$ cat src/rtl/fetch_pkg.sv
// Shared types and constants for the instruction-fetch stage.
package fetch_pkg;

  typedef enum logic [1:0] {
    BOOT = 2'd0,
    RUN  = 2'd1,
    HALT = 2'd2
  } fetch_state_t;

  localparam logic [31:0] NOP_INSTR   = 32'h0000_0013;
  localparam logic [31:0] ECALL_INSTR = 32'h0000_0073;
  localparam int unsigned PC_STEP     = 4;

endpackage

$ cat src/rtl/fetch_stage_pc_next.sv
// Next-PC selection: branch target (PC_ID + imm), sequential PC + 4, or hold.
module pc_next
  import fetch_pkg::*;
#(
  parameter int unsigned WIDTH = 32
) (
  input  logic [WIDTH-1:0] pc_i,
  input  logic [WIDTH-1:0] pc_id_i,
  input  logic [WIDTH-1:0] imm_ext_i,
  input  logic             take_i,
  input  logic             adv_i,
  output logic [WIDTH-1:0] pc_next_o,
  output logic             misalign_o
);

  logic [WIDTH-1:0] target;

  always_comb begin
    target     = pc_id_i + imm_ext_i;
    misalign_o = |target[1:0];
    pc_next_o  = pc_i;
    // A misaligned taken target leaves the PC untouched; the FSM halts instead.
    if (take_i) begin
      if (!misalign_o) pc_next_o = target;
    end else if (adv_i) begin
      pc_next_o = pc_i + WIDTH'(PC_STEP);
    end
  end

endmodule

$ cat src/rtl/fetch_stage.sv
// Instruction-fetch stage: PC, IF/ID register and BOOT/RUN/HALT control.
module fetch_stage
  import fetch_pkg::*;
#(
  parameter int unsigned      WIDTH    = 32,
  parameter logic [WIDTH-1:0] RESET_PC = '0
) (
  input  logic             clk,
  input  logic             rst_n,
  input  logic             stall_i,
  input  logic             branch_taken_i,
  input  logic [WIDTH-1:0] imm_ext_i,
  input  logic [WIDTH-1:0] imem_rdata_i,
  output logic [WIDTH-1:0] imem_addr_o,
  output logic [WIDTH-1:0] instr_o,
  output logic [WIDTH-1:0] pc_id_o,
  output logic             valid_o,
  output logic             halted_o,
  output logic             misalign_o
);

  fetch_state_t     state_q;
  logic [WIDTH-1:0] pc_q, pc_d;
  logic [WIDTH-1:0] instr_q, pc_id_q;
  logic             valid_q, halted_q, misalign_q;
  logic             run, take, is_ecall, adv, tgt_misalign;

  always_comb begin
    run      = (state_q == RUN);
    take     = run && branch_taken_i && valid_q;
    is_ecall = valid_q && (instr_q == WIDTH'(ECALL_INSTR));
    adv      = run && !take && !stall_i && !is_ecall;
  end

  pc_next #(.WIDTH(WIDTH)) u_pc_next (
    .pc_i       (pc_q),
    .pc_id_i    (pc_id_q),
    .imm_ext_i  (imm_ext_i),
    .take_i     (take),
    .adv_i      (adv),
    .pc_next_o  (pc_d),
    .misalign_o (tgt_misalign)
  );

  always_ff @(posedge clk or negedge rst_n) begin
    if (!rst_n) begin
      state_q    <= BOOT;
      pc_q       <= RESET_PC;
      instr_q    <= WIDTH'(NOP_INSTR);
      pc_id_q    <= '0;
      valid_q    <= 1'b0;
      halted_q   <= 1'b0;
      misalign_q <= 1'b0;
    end else begin
      case (state_q)
        BOOT: state_q <= RUN;
        RUN: begin
          pc_q <= pc_d;
          // Taken branch wins over stall; the wrong-path fetch becomes a bubble.
          if (take) begin
            instr_q <= WIDTH'(NOP_INSTR);
            valid_q <= 1'b0;
            if (tgt_misalign) begin
              state_q    <= HALT;
              halted_q   <= 1'b1;
              misalign_q <= 1'b1;
            end
          end else if (!stall_i) begin
            if (is_ecall) begin
              state_q  <= HALT;
              halted_q <= 1'b1;
              instr_q  <= WIDTH'(NOP_INSTR);
              valid_q  <= 1'b0;
            end else begin
              instr_q <= imem_rdata_i;
              pc_id_q <= pc_q;
              valid_q <= 1'b1;
            end
          end
        end
        HALT: ;
        default: state_q <= BOOT;
      endcase
    end
  end

  assign imem_addr_o = pc_q;
  assign instr_o     = instr_q;
  assign pc_id_o     = pc_id_q;
  assign valid_o     = valid_q;
  assign halted_o    = halted_q;
  assign misalign_o  = misalign_q;

endmodule

$ cat config.mk
export PLATFORM = sky130hd
export DESIGN_NAME = fetch_stage
export DESIGN_NICKNAME = d
export VERILOG_FILES = /design/src/rtl/fetch_pkg.sv /design/src/rtl/fetch_stage_pc_next.sv /design/src/rtl/fetch_stage.sv
export SDC_FILE = /design/constraint.sdc
export NUM_CORES = 1
export LEC_CHECK = 0
export ABC_CLOCK_PERIOD_IN_PS = 2900
export CAP_MARGIN = 20
export CELL_PAD_IN_SITES_DETAIL_PLACEMENT = 1
export CELL_PAD_IN_SITES_GLOBAL_PLACEMENT = 2
export CORE_MARGIN = 4
export CORE_UTILIZATION = 29
export CTS_CLUSTER_SIZE = 16
export DETAILED_ROUTE_END_ITERATION = 16
export GPL_TIMING_DRIVEN = 0
export MAX_ROUTING_LAYER = met4
export PLACE_DENSITY = 0.93
export SLEW_MARGIN = 20
export SYNTH_ARGS = -nofsm -noshare
export SYNTH_HDL_FRONTEND = slang
export SYNTH_SLANG_ARGS = --single-unit
export TNS_END_PERCENT = 50
$ cat constraint.sdc
create_clock -name clk -period 2.9 [get_ports clk]
set_input_delay 0.58 -clock clk [delete_from_list [all_inputs] [get_ports clk]]
set_output_delay 0.58 -clock clk [all_outputs]
set_load 0.02 [all_outputs]
---- Yosys cells after proc, flatten, opt, wreduce, memory -nomap -nowiden ----
Cells that the tools add are included.
word-level totals
  register bits ........................... 101
  latch bits .............................. 0
  RAM bits ................................ 0
  ROM bits ................................ 0
  input bits .............................. 68
  output and inout bits ................... 99
  logic and storage cells ................. 59
  memories ................................ 0
operators by class
  add/sub/neg operators ................... 2
  multiply operators ...................... 0
  div/mod/pow operators ................... 0
  order comparisons ....................... 0
  equality and inequality tests ........... 9
  shifts and indexed selects .............. 0
  multiplexer cells ....................... 18
  bitwise operators ....................... 4
  reduce and logical (&&, ||, !) cells .... 19
operators by type and width
  cell                                                                      number
  32-bit two-way mux                                                        6
  32-bit by 3-bit adder with 32-bit output (second input constant)          1
  32-bit adder                                                              1
  32-bit by 7-bit == test with 1-bit output (second input constant)         1
  4-bit AND reduction                                                       3
  2-bit two-way mux                                                         4
  1-bit two-way mux                                                         7
  1-bit logical AND                                                         6
  3-bit by 2-bit inequality test with 1-bit output (second input constant)  2
  2-bit one-hot mux with 3 select lines                                     1
  3-bit AND reduction                                                       2
  2-bit by 1-bit inequality test with 1-bit output (second input constant)  2
  1-bit inverter                                                            4
  2-bit nonzero test                                                        2
  1-bit logical NOT                                                         3
  3-bit by 1-bit inequality test with 1-bit output (second input constant)  1
  2-bit by 1-bit == test with 1-bit output (second input constant)          1
  2-bit == test (second input constant)                                     1
  2-bit logical NOT                                                         1
  2-bit inequality test (second input constant)                             1
  2-bit AND reduction                                                       1
  2-bit OR reduction                                                        1

---- Depth between registers and ports, before layout ----
Gate-level depths: netlist of run 1.
  depth after elaboration ................. 9
  depth in mapped cells ................... 12
  gate-level depth less buffers ........... 12

---- By module ----
Synthesis of run 1 repeated with hierarchy kept, for this count alone.
unflattened totals
  cells, all modules ...................... 740
  area, all modules ....................... 6754.0 um^2
modules (own cells, without submodules)
  module       times used  cells each  area an instance (um^2)  seq. area each (um^2)
  fetch_stage  1           312         3948.8                   2531.2
  pc_next      1           428         2805.2                   0.0

---- Worst setup path before layout of run 1 ----
Ideal clock, no wire load.
  kind .................................... in2reg
  from .................................... input imm_ext_i[1]
  to ...................................... register pc_q[31] (netlist: imem_addr_o[31])
  setup time .............................. 0.131 ns
  arrival ................................. 2.717 ns
  data required time ...................... 2.769 ns
  setup slack ............................. 0.052 ns
  stages .................................. 10
  path buffers ............................ 0
  cell sequence ........................... ha_1 > a211oi_2 > o211ai_1 > and2_1 > o41ai_2 > o21ai_2 > a2111oi_4 > nor3_1 > mux2i_1 > or3_1
on the way
  cells in the longest elaborated chain, start to end .. 4
  elaborated cells on any way between the ends .. 6
  classes of those cells .................. add/sub: 1; eq/ne: 1; mux: 2; reduce/logical: 2
ends and longest elaborated chain
  what                             RTL line                   text
  start, declared                  fetch_stage.sv:12          input logic [WIDTH-1:0] imm_ext_i,
  32-bit adder (*)                 fetch_stage_pc_next.sv:19  target = pc_id_i + imm_ext_i;
  2-bit OR reduction               fetch_stage_pc_next.sv:20  misalign_o = |target[1:0];
  2-bit inequality test (no line)  n/a
  3-bit AND reduction (no line)    n/a
  end signal, assigned             fetch_stage.sv:58          pc_q <= pc_d;
  end, declared                    fetch_stage.sv:23          logic [WIDTH-1:0] pc_q, pc_d;
Every way passes the cells marked *; elsewhere a longest branch is shown, timed or not. The select of a mux whose other input is x is not followed.
A chain may end at the register's enable or synchronous reset.

---- Worst setup path after layout of run 1 ----
  from .................................... input imm_ext_i[0]
  to ...................................... register pc_q[31] (netlist: imem_addr_o[31])
Same word-level chain as after synthesis.

==> impl_metrics.csv, run 1 <==
group,metric,value,unit
critical_path,cp.required,3.14,ns
cells_and_area,stdcell_area,9115,µm²
cells_and_area,multi_input_area,3861,µm²
synth,yosysTopAreaCell,"dfrtp_1",
power,ir_worst_vdd,0.0004895,V
global_routing,grt_pass1_wl,36980,µm
timing,fin_ws,-0.07557,ns
route,dr.first_iter.drc_count,345,
place,place_hpwl,17210,µm
clock_network,clk_pin_slew,0.08,ns
cells_and_area,regArea,2535,µm²
synth,syn_area_per_cell,8.557,µm²
critical_path,cp_num_buf_inv,3,
timing,max-slew-margin-rel,48.95,%
route,routed_wl,23450,µm
critical_path,cp_slowest_cell,"a2111oi_4",
place,placed_cell_area,8264,µm²
synth,synth_area,6230,µm²
synth,synthArstFlopShare,100.0,%
job,drv_cap,0,
global_routing,grt_max_degree,53,
cells_and_area,area_growth,46.31,%
route,via_per_inst,5.303,
clock_network,cts_buffers,9,
route,wl_per_cell,19.44,µm
critical_path,arrival,3.22,ns
clock_network,cts_root_buffer,"clkbuf_16",
timing,tightest_slew,0.7658,ns
timing,fin_skew,0.01368,ns
synth,synth_edf_count,0,
min_path,min_path_type,"in2async",
die,die_w,154.6,µm
die,dieArea,23890,µm²
synth,ys_seq_elements,101,
die,initial_core_util,29.54,%
timing,rsz0062_at_grt,"yes",
cells_and_area,drive_above_1_share,13.64,%
cells_and_area,final_cell_mix,"clkdlybuf4s50_1, nand2_1, dfrtp_1",
global_routing,grt_pass1_vias,6553,
die,fp.coreArea,21090,µm²
timing,finalCritPeriodShare,102.6,%
place,gp_congestion,0.8386,
clock_network,cts_sinks,101,
timing,finalSetupViolations,3,
timing,slew_viol_final,0,
synth,ys_top_cells_by_area,"dfrtp_1, nand2_1, ha_1, a21oi_1, o21ai_0",
place,place_ws,-0.9905,ns
global_routing,grt_use_total,20.01,%
synth,synth-main-ff-cell,"dfrtp_1",
timing,hold_ws,0.1545,ns
critical_path,path_cells,"dlygate4sd2_1, ha_4, buf_6, a211oi_4, o211ai_1, and2_4, o41ai_4, buf_4, o21ai_4, a2111oi_4, nor3_2, mux2i_1, or3_1",
clock_network,cts_max_path_buffers,2,
critical_path,critical_path.max_fanout,3,
die,die_y,154.6,µm
global_routing,grt_overflow,0,
global_routing,antenna_found_initial,0,
cells_and_area,num-nets-final,1027,
cells_and_area,n_fill_cell,2457,
critical_path,crit_type,"in2reg",
route,drc_errors,0,
synth,synth.distinct_cells,67,
cells_and_area,diodes,0,
die,rows,53,
route,vias,6396,
timing,hold_viol,0,
clock_network,insertion_delay,0.37,ns
route,antenna_left,0,
critical_path,cp_slowest_stage_delay,0.40,ns
die,ios,167,
critical_path,setup.worst_path.start_class,"primary input",
timing,timing.fmax,0.3361,GHz
power,power.leakage,3.875,nW
place,port-buffer-count,166,
outcome,outcome,"complete, but fails checks",
outcome,violations,"negative setup slack",
synth,netlist_instances,728,
clock_network,htreeDepth,3,
power,p_per_area,1217,nW/µm²
synth,yosys_warnings,0,
route,firstDrtPassIters,4,
synth,synth_seq_area_share,40.63,%
critical_path,cp_top_family,"compound AO/OA/AOI/OAI gates",
timing,min_period,2.976,ns
synth,synth_fp_nets,829,
clock_network,cts_tree,"yes",
synth,synth_top_area_share,39.37,%
cells_and_area,final_common_cell,"clkdlybuf4s50_1",
critical_path,critPathCaptureType,"register",
[registers in the layout, summed over array words and instances, names as in the netlist]
signal       count
instr_o         32
halted_o         1
imem_addr_o     32
valid_o          1
state_q          2
misalign_o       1
pc_id_o         32
[metal layers]
metal / share of wire (%) / GRT usage (%)
met4: 1.3 / 3.911
met1: 47 / 26.97
met5: 0 / -
met2: 47 / 31.20
met3: 5.0 / 4.561
[final cells by class]
| class | instances | area share [%] |
|---|---|---|
| inverter | 15 | 0.6177 |
| tap | 275 | 3.775 |
| clock buffer | 9 | 2.471 |
| clock inverter | 7 | 0.9334 |
| timing repair buffer | 189 | 20.47 |
| sequential | 101 | 27.81 |
| multi-input combinational | 577 | 42.36 |
| buffer | 33 | 1.565 |
[final timing paths]
check	from	end	slack [ns]	depth (start not counted)
setup / recovery	imm_ext_i[0]	imem_addr_o[31]	-0.08	13
hold / removal	rst_n	pc_id_o[5]	0.15	1
setup reg to reg	pc_id_o[0]	imem_addr_o[31]	-0.07	12
hold reg to reg	misalign_o	misalign_o	0.46	1
max in group asynchronous	rst_n	pc_id_o[0]	2.11	2
min in group clk	misalign_o	misalign_o	0.46	1
[report_power, final]
part           switching, mW  internal [mW]
clock                  0.671          0.623
combinational           3.87           3.05
sequential             0.792           2.08
total                   5.33           5.76
[kinds of logic (layout without fill, tap and decap cells)]
group / Yosys count / after routing / share of synthesized area (%)
simple gates: 295 / 295 / 22.53
xor+xnor: 24 / 24 / 3.374
mux: 1 / 1 / 0.1607
compound gates: 224 / 224 / 23.36
flops: 101 / 101 / 40.63
buf+inv: 50 / 253 / 3.193
fa+ha+maj: 33 / 33 / 6.748
[cell usage after synthesis, drive strengths merged, types with 4 or more instances]
master	instances
o21bai	6
a21oi	68
a31oi	9
inv	15
a221oi	4
ha	32
or3	9
nand4	9
nor4	9
clkbuf	22
a211oi	6
nand3	27
nor2b	5
nor2	35
o21ai	59
o2111ai	4
nand2	155
buf	13
and3	9
o211ai	4
or2	4
nand2b	10
and2	5
a21o	16
dfrtp	98
a22o	23
xnor2	21
nor3	12
[repair_timing]
| item | CTS | global route |
|---|---|---|
| setup buffers | 11 | 12 |
| gates resized for setup | 36 | 46 |
| hold buffers | 0 | 0 |
| pin swaps | 19 | 32 |
| setup endpoints to repair | 43 | 47 |
[through the flow]
step / power, mW / setup TNS (ns) / utilization (%) / cells
4_1_cts: 10.76 / -0.5439 / 41.88 / 1197
3_5_place_dp: 9.126 / -29.90 / 39.19 / 1170
3_3_place_gp: 8.999 / -321.26 / 39.05 / 1169
2_1_floorplan: 6.461 / 0 / - / 728
5_1_grt: 11.88 / -0.5170 / 43.22 / 1206
6_report: 11.09 / -0.08995 / 43.22 / 1206
Power figures use the tool's default switching activity.
==> run 2, diff against run 1 <==
--- a/config.mk
+++ b/config.mk
@@ -9,6 +9,7 @@
 export CAP_MARGIN = 20
 export CELL_PAD_IN_SITES_DETAIL_PLACEMENT = 1
 export CELL_PAD_IN_SITES_GLOBAL_PLACEMENT = 2
+export CORE_ASPECT_RATIO = 1.2
 export CORE_MARGIN = 4
 export CORE_UTILIZATION = 29
 export CTS_CLUSTER_SIZE = 16
==> run 2 against run 1 <==
  * The run still ends with negative setup slack left
  * Non-clock buffer count increased by 8
  * Count of clock-buffer cells in the layout unchanged
  * Register-to-register slack got worse by 0.04 ns
  * Maximum frequency decreased by 1.1%
  * Sequential share of layout area decreased by 0.32 points
  * Utilization increased by 0.57 points
  * Clock skew decreased by 0.00072 ns
  * Critical path depth decreased by 1
  * Global-route usage increased by 0.27 points
  * Cell area increased by 1.1%
  * Total power increased by 1.0%
  * Critical endpoint unchanged
==> impl_metrics.csv, run 2 (synthesis gave the netlist of run 1 again) <==
group,metric,value,unit
outcome,outcome,"complete, but fails checks",
outcome,violations,"negative setup slack",
critical_path,setup.worst_path.start_class,"register",
timing,rsz0062_at_grt,"yes",
timing,tightest_slew,0.8870,ns
critical_path,path_cells,"ha_4, buf_12, a211oi_4, o211ai_1, and2_4, o41ai_4, buf_4, o21ai_4, a2111oi_4, nor3_2, mux2i_1, or3_1",
die,die_y,168.6,µm
critical_path,arrival,3.25,ns
critical_path,critPathCaptureType,"register",
power,p_per_area,1216,nW/µm²
route,vias,6361,
timing,finalCritPeriodShare,103.7,%
timing,hold_ws,0.1416,ns
global_routing,grt_pass1_vias,6812,
place,port-buffer-count,166,
cells_and_area,final_cell_mix,"clkdlybuf4s50_1, nand2_1, dfrtp_1",
place,place_hpwl,17450,µm
die,fp.coreArea,21050,µm²
die,rows,58,
min_path,min_path_type,"in2async",
critical_path,critical_path.max_fanout,3,
cells_and_area,n_fill_cell,2429,
clock_network,cts_buffers,9,
cells_and_area,area_growth,47.96,%
power,total_power,11.20,mW
clock_network,cts.hold.buffers_added,0,
global_routing,grt_overflow,0,
critical_path,cp_slowest_cell,"dfrtp_1",
timing,min_period,3.008,ns
route,drc_errors,0,
global_routing,grt_use_total,20.28,%
clock_network,cts_sinks,101,
clock_network,insertion_delay,0.37,ns
die,ios,167,
critical_path,cp_slowest_stage_delay,0.44,ns
place,dp_cells,1165,
timing,final.setup.tns,-0.2705,ns
power,power.leakage,3.941,nW
global_routing,grt_max_degree,57,
global_routing,antenna_found_initial,0,
timing,finalSetupViolations,5,
route,wl_per_cell,19.79,µm
timing,hold_viol,0,
job,drv_cap,0,
clock_network,cts_max_path_buffers,2,
route,via_per_inst,5.261,
die,dieArea,23900,µm²
cells_and_area,diodes,0,
route,firstDrtPassIters,4,
route,antenna_left,0,
global_routing,grt_pass1_wl,37560,µm
cells_and_area,num-nets-final,1035,
route,routed_wl,23920,µm
route,dr.first_iter.drc_count,238,
cells_and_area,finalNonFillerCells,1209,
clock_network,cts_tree,"yes",
cells_and_area,drive_above_1_share,14.48,%
timing,max-slew-margin-rel,40.87,%
die,initial_core_util,29.60,%
power,ir_worst_vdd,0.0004609,V
critical_path,crit_type,"reg2reg",
timing,slew_viol_final,0,
clock_network,cts_root_buffer,"clkbuf_16",
timing,timing.fmax,0.3325,GHz
place,gp_congestion,0.8183,
place,place_ws,-0.9945,ns
critical_path,cp.required,3.14,ns
clock_network,clk_pin_slew,0.09,ns
cells_and_area,final_common_cell,"clkdlybuf4s50_1",
timing,fin_skew,0.01296,ns
die,die_w,141.8,µm
clock_network,htreeDepth,3,
timing,fin_ws,-0.1078,ns
[run 2: worst paths after layout]
path                            slack, ns  cells after the start               to        from
worst max-delay path                -0.11                     12  imem_addr_o[31]  pc_id_o[0]
worst min-delay path                 0.14                      1       pc_id_o[6]       rst_n
worst max register to register      -0.11                     12  imem_addr_o[31]  pc_id_o[0]
worst min register to register       0.47                      1         halted_o    halted_o
max in group asynchronous            2.03                      2       instr_o[0]       rst_n
min in group clk                     0.47                      1         halted_o    halted_o
[run 2: critical path, delay by kind of cell, from the launching register on]
family | cells | cell delay (ns)
AOI/OAI and AO/OA | 5 | 1.17
and+or+nand+nor | 3 | 0.63
DFF | 1 | 0.44
buffers and inverters | 2 | 0.31
adders and majority gates | 1 | 0.21
muxes | 1 | 0.12
[run 2: routing by layer]
layer,share of wire [%],track usage (%),vias up
met5,0,-,-
met4,0.82,4.174,0
met3,3.7,3.136,11
met2,52,35.39,140
met1,43,24.89,3170
li1,-,-,3040
[run 2: cell type report]
cell class                 instances  area [µm²]  area share [%]
clock buffer                       9       225.2           2.443
inverter                          15       56.30          0.6108
buffer                            35       160.2           1.737
clock inverter                     7       93.84           1.018
sequential                       101        2534           27.49
tap                              270       337.8           3.665
timing repair buffer             195        1918           20.81
multi-input combinational        577        3892           42.23
[run 2: what timing repair did]
action                     CTS  global route
pin swaps                   23            22
resized for setup           51            43
setup endpoints to repair   49            58
setup buffers               16            12
[run 2: report_power, final]
part           switching, mW  leakage [nW]  internal [mW]
logic                   3.93          2.57           3.11
clock network          0.675         0.153          0.623
registers              0.794          1.22           2.08
total                   5.39          3.94           5.81
[run 2: through the flow]
step,utilization (%),cell area [µm²]
after CTS,42.41,8925
after floorplan,-,6230
after global routing,43.80,9218
final,43.80,9218
after global placement,39.10,8229
after detailed placement,39.24,8258
